$ cat src/rtl/clb_serial_add_ctrl.sv
// clb_serial_add_ctrl: sequences a WIDTH-bit add through one 2-bit registered CLB adder,
// one digit per cycle LSB first, chaining the CLB carry and assembling the result.
module clb_serial_add_ctrl #(
    parameter int WIDTH = 8
) (
    input  logic             clock,
    input  logic             reset,
    input  logic             start,
    input  logic [WIDTH-1:0] op_a,
    input  logic [WIDTH-1:0] op_b,
    input  logic             c_in,
    output logic             busy,
    output logic             done,
    output logic [WIDTH-1:0] result,
    output logic             c_out,
    output logic             clb_reset,
    output logic             clb_c_in,
    output logic [1:0]       clb_input_1,
    output logic [1:0]       clb_input_2,
    input  logic [1:0]       clb_sum,
    input  logic             clb_c_out
);
    localparam int N  = WIDTH / 2;
    localparam int IW = (N > 1) ? $clog2(N) : 1;

    typedef enum logic [1:0] {IDLE, RUN, DRAIN} state_t;

    state_t           state, state_nx;
    logic [IW-1:0]    idx;
    logic [WIDTH-1:0] a_q, b_q;
    logic             cin_q;
    logic [1:0]       dig_a, dig_b;
    logic             last;

    assign last        = idx == IW'(N - 1);
    assign busy        = state != IDLE;
    assign clb_reset   = ~reset;
    assign clb_input_1 = state == RUN ? dig_a : 2'b00;
    assign clb_input_2 = state == RUN ? dig_b : 2'b00;
    // Digit 0 takes the requester's carry; later digits chain the CLB's registered carry.
    assign clb_c_in    = state == RUN ? (idx == '0 ? cin_q : clb_c_out) : 1'b0;

    always_comb begin
        dig_a = 2'b00;
        dig_b = 2'b00;
        for (int d = 0; d < N; d++)
            if (idx == IW'(d)) begin
                dig_a = a_q[2*d +: 2];
                dig_b = b_q[2*d +: 2];
            end
    end

    always_comb begin
        state_nx = state == IDLE ? (start ? RUN : IDLE) :
                   state == RUN  ? (last ? DRAIN : RUN) : IDLE;
    end

    always_ff @(posedge clock or negedge reset) begin
        if (!reset) state <= IDLE;
        else        state <= state_nx;
    end

    always_ff @(posedge clock or negedge reset) begin
        if (!reset) begin
            idx    <= '0;
            a_q    <= '0;
            b_q    <= '0;
            cin_q  <= 1'b0;
            done   <= 1'b0;
            result <= '0;
            c_out  <= 1'b0;
        end else begin
            done <= state == DRAIN;
            if (state == IDLE && start) begin
                a_q   <= op_a;
                b_q   <= op_b;
                cin_q <= c_in;
                idx   <= '0;
            end
            // The CLB sum seen during digit i belongs to digit i-1.
            if (state == RUN) begin
                if (!last) idx <= idx + IW'(1);
                for (int d = 1; d < N; d++)
                    if (idx == IW'(d)) result[2*d-2 +: 2] <= clb_sum;
            end
            if (state == DRAIN) begin
                result[WIDTH-1 -: 2] <= clb_sum;
                c_out                <= clb_c_out;
            end
        end
    end
endmodule

$ cat config.mk
export PLATFORM = sky130hd
export DESIGN_NAME = clb_serial_add_ctrl
export DESIGN_NICKNAME = d
export VERILOG_FILES = /design/src/rtl/clb_serial_add_ctrl.sv
export SDC_FILE = /design/constraint.sdc
export NUM_CORES = 1
export LEC_CHECK = 0
export CAP_MARGIN = 20
export CORE_MARGIN = 3
export CORE_UTILIZATION = 38
export CTS_BUF_LIST = sky130_fd_sc_hd__clkbuf_16
export DETAILED_ROUTE_END_ITERATION = 10
export GPL_ROUTABILITY_DRIVEN = 0
export HOLD_SLACK_MARGIN = 0.05
export PLACE_DENSITY = 0.64
export SLEW_MARGIN = 20
export SYNTH_ARGS = -nofsm -noshare
export SYNTH_HDL_FRONTEND = slang
export SYNTH_SLANG_ARGS = --single-unit
export TNS_END_PERCENT = 50
$ cat constraint.sdc
create_clock -name clock -period 4.52 [get_ports clock]
set_input_delay 0.904 -clock clock [delete_from_list [all_inputs] [get_ports clock]]
set_output_delay 0.904 -clock clock [all_outputs]
set_load 0.1 [all_outputs]
==> impl_metrics.tcl, run 1 <==
set metrics [dict create \
    run_status "finished, final reports clean" \
    r2r_cells 3 \
    worst-endpoint-arrival_ns 2.62 \
    most-common-layout-cells "clkdlybuf4s50_1 (34), dfrtp_1 (31), mux2_2 (27)" \
    cts-buffers-inserted 5 \
    num_antenna_cells 0 \
    global_route.overflow_total 0 \
    clk_pin_slew_ns 0.05 \
    clock_tree.htree_level_count 2 \
    core_um2 3440 \
    setup-violations-final 0 \
    sequential_cell_area_um2 776 \
    hpwl_mm 2.21 \
    flow.area_growth_from_synthesis_pct 39.7 \
    antenna_violations_before_repair 0 \
    critical_path.max_stage_delay_ns 1.13 \
    clockRootBuffer "clkbuf_16" \
    postSynthAreaPerCell_um2 13.4 \
    drt_first_iter_violations 39 \
    syn-instance-count 104 \
    max-cap-violations 0 \
    hold_violations 0 \
    critical_path_source_type "flop" \
    final_min_period_over_clock_period_pct 77.9 \
    mappedNetlistArea_um2 1400 \
    hp-start "result[3]" \
    timing.hold.worst_endpoint "result[3]" \
    timing.setup.critical_path_class "reg -> out" \
    cts.sink_count 31 \
    post_cts_resized 0 \
    floorplan.initialDensity_pct 40.5 \
    wl_mm 2.95 \
    hold_ws_ns 0.497 \
    buffer_ports.inserted 39 \
    insertion_delay_ns 0.27 \
    holdBufCountCts 0 \
    wire_per_inst_um 15.4 \
    synth.top_cells.by_area "dfrtp_1 (56%), mux2_2 (22%), ha_1 (3.6%)" \
    cp-end-kind "output port" \
    synth.distinct_cells 24 \
    grt_setup_unrepaired "false" \
    cts_tree "done" \
    reg2reg_from "state[0]" \
    postSynthRegisterBits 31 \
    detail-route-antenna-nets 0 \
    firstDrtPassIters 4 \
    critPathMaxFanout 9 \
    avgViaCountPerCell 4.99 \
    period_minus_slack_ns 3.52 \
    asyncSetResetFlopFracSynth_pct 100 \
    synth_edf_count 0 \
    timing.clock.skew_ns 0.00689 \
    crit_path_cell_trace "inv_1 -> ha_1 -> nor2b_1 -> nor3_1 -> a32o_1 -> clkdlybuf4s50_1" \
    reg2reg_slack_ns 2.74 \
    chipWidth_um 66.6 \
    grtUsageTotal_pct 15.6 \
    std_cell_rows 21 \
    finalMaxSlewViolations 0 \
    detail_route.drc_violations 0 \
    largest_net_degree_at_the_start_of_global_routing 30 \
    timing.max_slew.rel_slack_pct 34.1 \
    synth_top_area_share_pct 55.6 \
    crit_reg_reg_endpoint "idx[0]" \
    post_route_cells_drive_above_1_share_pct 28.1 \
    grt_pass1_vias 1030 \
    nFillCells 297 \
    yosysWarningCount 0 \
    detailroute.via_count 958 \
    timing.critical_path.required_ns 3.62 \
    timing.fmax_ghz 0.284 \
    tightest_slew_ns 0.985 \
    grt_pass1_wl_mm 5.01 \
    slowest_stage "clkdlybuf4s50_1" \
    worst_hold_path_type "reg -> reg" \
    design.final.nets 174 \
    postSynthNetCount 131 \
    cts-root-to-sink-buffers 2 \
    cts_setup_buffers 0 \
    area_of_the_die_um2 4430 \
    num_io_pins 40 \
    worst_hold_path.num_cells 1 \
    yosysSeqAreaShare_pct 55.6 \
    multi_input_comb_area_um2 579 \
    prevailing_post_synth_register_cell "dfrtp_1" \
    die-height_um 66.6 \
    synth_top_area_cell "dfrtp_1" \
    mostFrequentLayoutCell "clkdlybuf4s50_1" \
]
## how the worst max path moves through the flow
stage | endpoint | start | slack [ns]
after floorplan | clb_input_1[1] | idx[0] | -0.45
after detailed placement | clb_input_2[0] | idx[0] | 1.30
after global routing | clb_input_2[0] | idx[0] | 0.87
final | clb_input_2[0] | idx[0] | 1.0
after global placement | clb_input_2[0] | idx[0] | 1.33
after CTS | clb_input_2[0] | idx[0] | 0.99
## per-layer routing
metal  share of wire [%]  up-vias  wire length (um)  GRT usage [%]
met3                 7.3        8               214           5.23
met2                  47       30              1380           23.8
met1                  44      469              1290           19.6
li1                    -      451                 -              -
met5                   0        -                 0              0
met4                 2.2        0                65           7.61
## layout make-up
cell class | count | share of cell area, %
flip-flops and latches | 31 | 39.8
inverters | 6 | 1.16
clock buffers | 5 | 6.42
repair buffers | 40 | 19.8
multi-input cells | 63 | 29.7
clock inverters | 1 | 0.193
well taps | 46 | 2.95
## worst max-delay path: cells and delay by family (launching register included)
kind	cells	cell delay, ns
flip-flops	1	0.40
buffers and inverters	2	1.21
AND/OR/NAND/NOR	2	0.29
adder cells (fa/ha/maj)	1	0.29
AO/OA/AOI/OAI	1	0.15
## state kept, by name, indices dropped and copies added (netlist names)
name and cells:
a_q 8, idx 2, done 1, cin_q 1, b_q 8, state 2
result 8, c_out 1
## synth_stat cells, drive strengths merged (2+ instances only)
library cell,n
nor2b,6
nand3,3
inv,6
nand2,4
buf,3
a221oi,3
nor3b,2
ha,4
o41ai,3
nor2,2
mux2,27
dfrtp,31
## cells by family (layout without fill, tap and decap cells)
family	after synthesis	count (layout)	synth area share, %
buffers and inverters	10	52	3.41
adder cells (fa/ha/maj)	4	4	3.59
flip-flops	31	31	55.6
AND/OR/NAND/NOR	21	21	9.06
AO/OA/AOI/OAI	10	10	5.83
multiplexers	28	28	22.5
## metrics by stage
step                      worst slack [ns]  TNS [ns]  instances  utilization (%)  instance area (um2)
after detailed placement              1.30         0        186             52.9                 1820
after global routing                 0.875         0        192             56.6                 1950
final                                 1.00         0        192             56.6                 1950
after CTS                            0.990         0        192             56.6                 1950
after global placement                1.33         0        186             52.9                 1820
after floorplan                     -0.453    -0.905        104                -                 1400
Power of run 1 is left out: the tool's default activity adds up to more than one toggle a clock period on the data nets, which glitch-free logic cannot reach.
==> inputs of run 2 (changes only) <==
- clock period: 4.52 -> 3.5 ns (I/O delays scaled with it)
==> run 2 against run 1 <==
Sequential cell count did not move. Final area rose by 0.77%. Die area did not move. Critical path type unchanged. Worst setup slack got worse by 0.29 ns. Sequential share of layout area fell by 0.30 points. Via count rose by 2.1%. Count of clock-buffer cells in the layout did not move. Wire length rose by 3.9%. Worst hold slack improved by 0.013 ns. Register-to-register slack got worse by 0.87 ns.
==> impl_metrics.tcl, run 2 (synthesized netlist as in run 1, its figures left out) <==
set metrics [dict create \
    design.final.nets 175 \
    hold_ws_ns 0.511 \
    insertion_delay_ns 0.27 \
    firstDrtPassIters 4 \
    chipWidth_um 66.6 \
    floorplan.initialDensity_pct 40.5 \
    buffer_ports.inserted 39 \
    max-cap-violations 0 \
    period_minus_slack_ns 2.79 \
    detailroute.via_count 978 \
    post_cts_resized 0 \
    critPathMaxFanout 4 \
    tightest_slew_ns 0.982 \
    drt_first_iter_violations 29 \
    cp-end-kind "output port" \
    global_route.overflow_total 0 \
    multi_input_comb_area_um2 579 \
    timing.setup.critical_path_class "reg -> out" \
    num_antenna_cells 0 \
    area_of_the_die_um2 4430 \
    worstSetupEndpoint "clb_input_1[1]" \
    cts_setup_buffers 0 \
    most-common-layout-cells "clkdlybuf4s50_1 (32), dfrtp_1 (31), mux2_2 (27)" \
    grt_pass1_vias 1048 \
    timing.fmax_ghz 0.358 \
    grtUsageTotal_pct 15.8 \
    post_route_cells_drive_above_1_share_pct 29.9 \
    timing.clock.skew_ns 0.00268 \
    die-height_um 66.6 \
    avgViaCountPerCell 5.07 \
    clk_pin_slew_ns 0.05 \
    timing.critical_path.required_ns 2.80 \
    hold_violations 0 \
    sequential_cell_area_um2 776 \
    worst_hold_path_type "reg -> reg" \
    reg2reg_slack_ns 1.87 \
    wire_per_inst_um 15.9 \
    reg.largest.list "a_q: 8 flops, b_q: 8 flops, result: 8 flops" \
    critical_path_source_type "flop" \
    clockRootBuffer "clkbuf_16" \
    finalMaxSlewViolations 0 \
    worst-endpoint-arrival_ns 2.09 \
    hpwl_mm 2.27 \
    antenna_violations_before_repair 0 \
    cts-buffers-inserted 5 \
    detail_route.drc_violations 0 \
    final_min_period_over_clock_period_pct 79.8 \
    wl_mm 3.06 \
    mostFrequentLayoutCell "clkdlybuf4s50_1" \
    clock_tree.htree_level_count 2 \
    grt_setup_unrepaired "false" \
    reg2reg_from "idx[0]" \
    grt_pass1_wl_mm 5.06 \
    hp-start "b_q[3]" \
    crit_reg_reg_endpoint "idx[0]" \
    layout.cells.non_filler 193 \
    numPlacedInstances 187 \
    critical_path_origin "idx[0]" \
    r2r_cells 4 \
    flow.area_growth_from_synthesis_pct 40.8 \
    core_um2 3440 \
    setup-violations-final 0 \
    cts_tree "done" \
    timing.max_slew.rel_slack_pct 34.4 \
    largest_net_degree_at_the_start_of_global_routing 31 \
    run_status "finished, final reports clean" \
    std_cell_rows 21 \
    detail-route-antenna-nets 0 \
    holdBufCountCts 0 \
    totalNegativeSetupSlack_ns 0 \
    nFillCells 295 \
    cts-root-to-sink-buffers 2 \
    num_io_pins 40 \
    cts.sink_count 31 \
]
## run 2: cell count changes in the layout (fill, tap and decap cells not counted), sizes merged
cell	delta
buf	+3
clkdlybuf4s50	-2
## run 2: cell type report
class / instances / share of cell area, %
Sequential cell: 31 / 39.5
Multi-Input combinational cell: 63 / 29.5
Timing Repair Buffer: 41 / 20.4
Clock buffer: 5 / 6.37
Tap cell: 46 / 2.93
Inverter: 6 / 1.15
Clock inverter: 1 / 0.191
## run 2: worst max-delay path, cell delays in order (launching register included)
cell and delay [ns]:
dfrtp_1 0.41, inv_1 0.09, ha_1 0.21, nor2b_1 0.27
a221oi_1 0.12, o41ai_1 0.35, buf_4 0.35
## run 2: worst min path at each step
stage | end | slack (ns) | cells after the start
floorplan | a_q[0] | 0.40 | 0
global placement | c_out | 0.49 | 1
detailed placement | result[7] | 0.50 | 1
CTS | result[7] | 0.51 | 1
global route | a_q[5] | 0.53 | 1
finish | b_q[3] | 0.51 | 1
## run 2: through the flow
step / area, um2 / setup WS [ns] / utilization [%]
final: 1960 / 0.707 / 57.1
after CTS: 1960 / 0.671 / 57.1
after detailed placement: 1840 / 0.970 / 53.3
after global placement: 1840 / 1.08 / 53.3
after global routing: 1960 / 0.468 / 57.1
after floorplan: 1400 / -1.27 / -
## run 2: layer usage
| metal | wire length [um] | GRT usage, % | vias to the layer above |
|---|---|---|---|
| met4 | 40 | 4.57 | 0 |
| met1 | 1360 | 19.1 | 486 |
| met5 | 0 | 0 | - |
| li1 | - | - | 456 |
| met2 | 1480 | 26.1 | 31 |
| met3 | 183 | 5.90 | 5 |
Power of run 2 is left out for the same reason.
==> inputs of run 3 (changes only) <==
- PLACE_DENSITY: 0.64 -> 0.67
- clock period: 3.5 -> 2.5 ns (I/O delays scaled with it)
==> run 3 against run 2 <==
Utilization grew 3.7 points. Die area is the same. Worst hold slack lost 0.0051 ns. Register-to-register slack lost 1.2 ns. Sequential cell count is the same. Largest cell class unchanged.
==> impl_metrics.tcl, run 3 (synthesized netlist as in run 1, its figures left out) <==
set metrics [dict create \
    run_status "finished, final reports clean" \
    detail-route-antenna-nets 0 \
    timing.clock.skew_ns 0.00180 \
    cts-buffers-inserted 5 \
    wl_mm 2.96 \
    clockRootBuffer "clkbuf_16" \
    mostFrequentLayoutCell "dfrtp_1" \
    hold_violations 0 \
    grt_setup_unrepaired "false" \
    chipWidth_um 66.6 \
    setup-violations-final 0 \
    critical_path.max_stage_delay_ns 0.43 \
    num_antenna_cells 0 \
    wire_per_inst_um 15.1 \
    floorplan.initialDensity_pct 40.5 \
    largest_net_degree_at_the_start_of_global_routing 32 \
    cts_tree "done" \
    std_cell_rows 21 \
    crit_path_cell_trace "inv_1 -> ha_2 -> nor2b_4 -> a221oi_1 -> o41ai_4 -> buf_12" \
    design.final.nets 176 \
    detail_route.drc_violations 0 \
    post_route_cells_drive_above_1_share_pct 42.7 \
    top_cell_family_by_delay_on_the_critical_path "compound AO/OA/AOI/OAI gates" \
    grt_pass1_wl_mm 5.03 \
    timing.setup.critical_path_class "reg -> out" \
    num_io_pins 40 \
    timing.fmax_ghz 0.426 \
    die-height_um 66.6 \
    grtUsageTotal_pct 15.4 \
    insertion_delay_ns 0.27 \
    core_um2 3440 \
    max-cap-violations 0 \
    global_route.overflow_total 0 \
    critPathMaxFanout 7 \
    reg.largest.list "a_q: 8 flops, b_q: 8 flops, result: 8 flops" \
    avgViaCountPerCell 5.01 \
    final_min_period_over_clock_period_pct 94.0 \
    most-common-layout-cells "dfrtp_1 (31), mux2_2 (27), clkdlybuf4s50_1 (22)" \
    worst_hold_path_type "reg -> reg" \
    antenna_violations_before_repair 0 \
    clk_pin_slew_ns 0.05 \
    firstDrtPassIters 4 \
    totalNegativeSetupSlack_ns 0 \
    tightest_slew_ns 0.563 \
    finalMaxSlewViolations 0 \
    buffer_ports.inserted 39 \
    holdBufCountCts 0 \
    cts_setup_buffers 0 \
    critical_path_source_type "flop" \
    post_cts_resized 0 \
    cp-end-kind "output port" \
    worst-endpoint-arrival_ns 1.85 \
    area_of_the_die_um2 4430 \
    timing.critical_path.required_ns 2.00 \
    flow.area_growth_from_synthesis_pct 49.9 \
    drt_first_iter_violations 37 \
    cts.sink_count 31 \
    detailroute.via_count 981 \
    critPathBufInv 2 \
    slowest_stage "a221oi_1" \
    cts-root-to-sink-buffers 2 \
    hpwl_mm 2.20 \
    clock_tree.htree_level_count 2 \
    grt_pass1_vias 1053 \
    period_minus_slack_ns 2.35 \
    timing.max_slew.rel_slack_pct 62.5 \
]
-- run 3: changes by cell type in the layout (fill, tap and decap cells not counted), moves of 2 or more --
cell             change
buf_12               +5
buf_4                +6
clkdlybuf4s50_1     -10
clkinv_1             +2
ha_1                 -3
ha_2                 +3
nor2b_1              -2
nor2b_4              +2
o41ai_1              -2
o41ai_4              +3
-- run 3: routing by layer --
| metal | up-vias | GRT usage, % | share of wire, % |
|---|---|---|---|
| met3 | 7 | 4.55 | 4.5 |
| li1 | 463 | - | - |
| met4 | 0 | 7.87 | 2.2 |
| met1 | 488 | 18.5 | 44 |
| met2 | 23 | 24.9 | 49 |
| met5 | - | 0 | 0 |
-- run 3: final timing paths --
kind | startpoint | endpoint | slack, ns | cells past startpoint
hold / removal | a_q[0] | a_q[0] | 0.51 | 1
min in group asynchronous | reset | done | 0.66 | 2
max in group asynchronous | reset | idx[1] | 1.56 | 2
setup / recovery | idx[1] | clb_input_1[0] | 0.15 | 6
setup reg to reg | idx[0] | idx[0] | 0.69 | 4
hold reg to reg | a_q[0] | a_q[0] | 0.51 | 1
-- run 3: final cells by class --
class | instances | area, um2
clock inverter | 3 | 11.3
fill | 277 | 1350
multi-input combinational | 63 | 653
sequential | 31 | 776
clock buffer | 5 | 125
inverter | 6 | 22.5
tap | 46 | 57.6
timing repair buffer | 42 | 445
-- run 3: per-stage QoR --
step	worst slack [ns]	hold slack [ns]	util, %	instances	area [um2]
finish	0.150	0.506	60.7	196	2090
global route	0.0363	0.514	60.7	196	2090
CTS	0.120	0.510	60.7	196	2090
detailed placement	0.420	0.498	56.8	188	1950
global placement	0.489	0.491	56.8	188	1950
floorplan	-0.0171	0.204	-	104	1490
Power of run 3 is left out for the same reason.
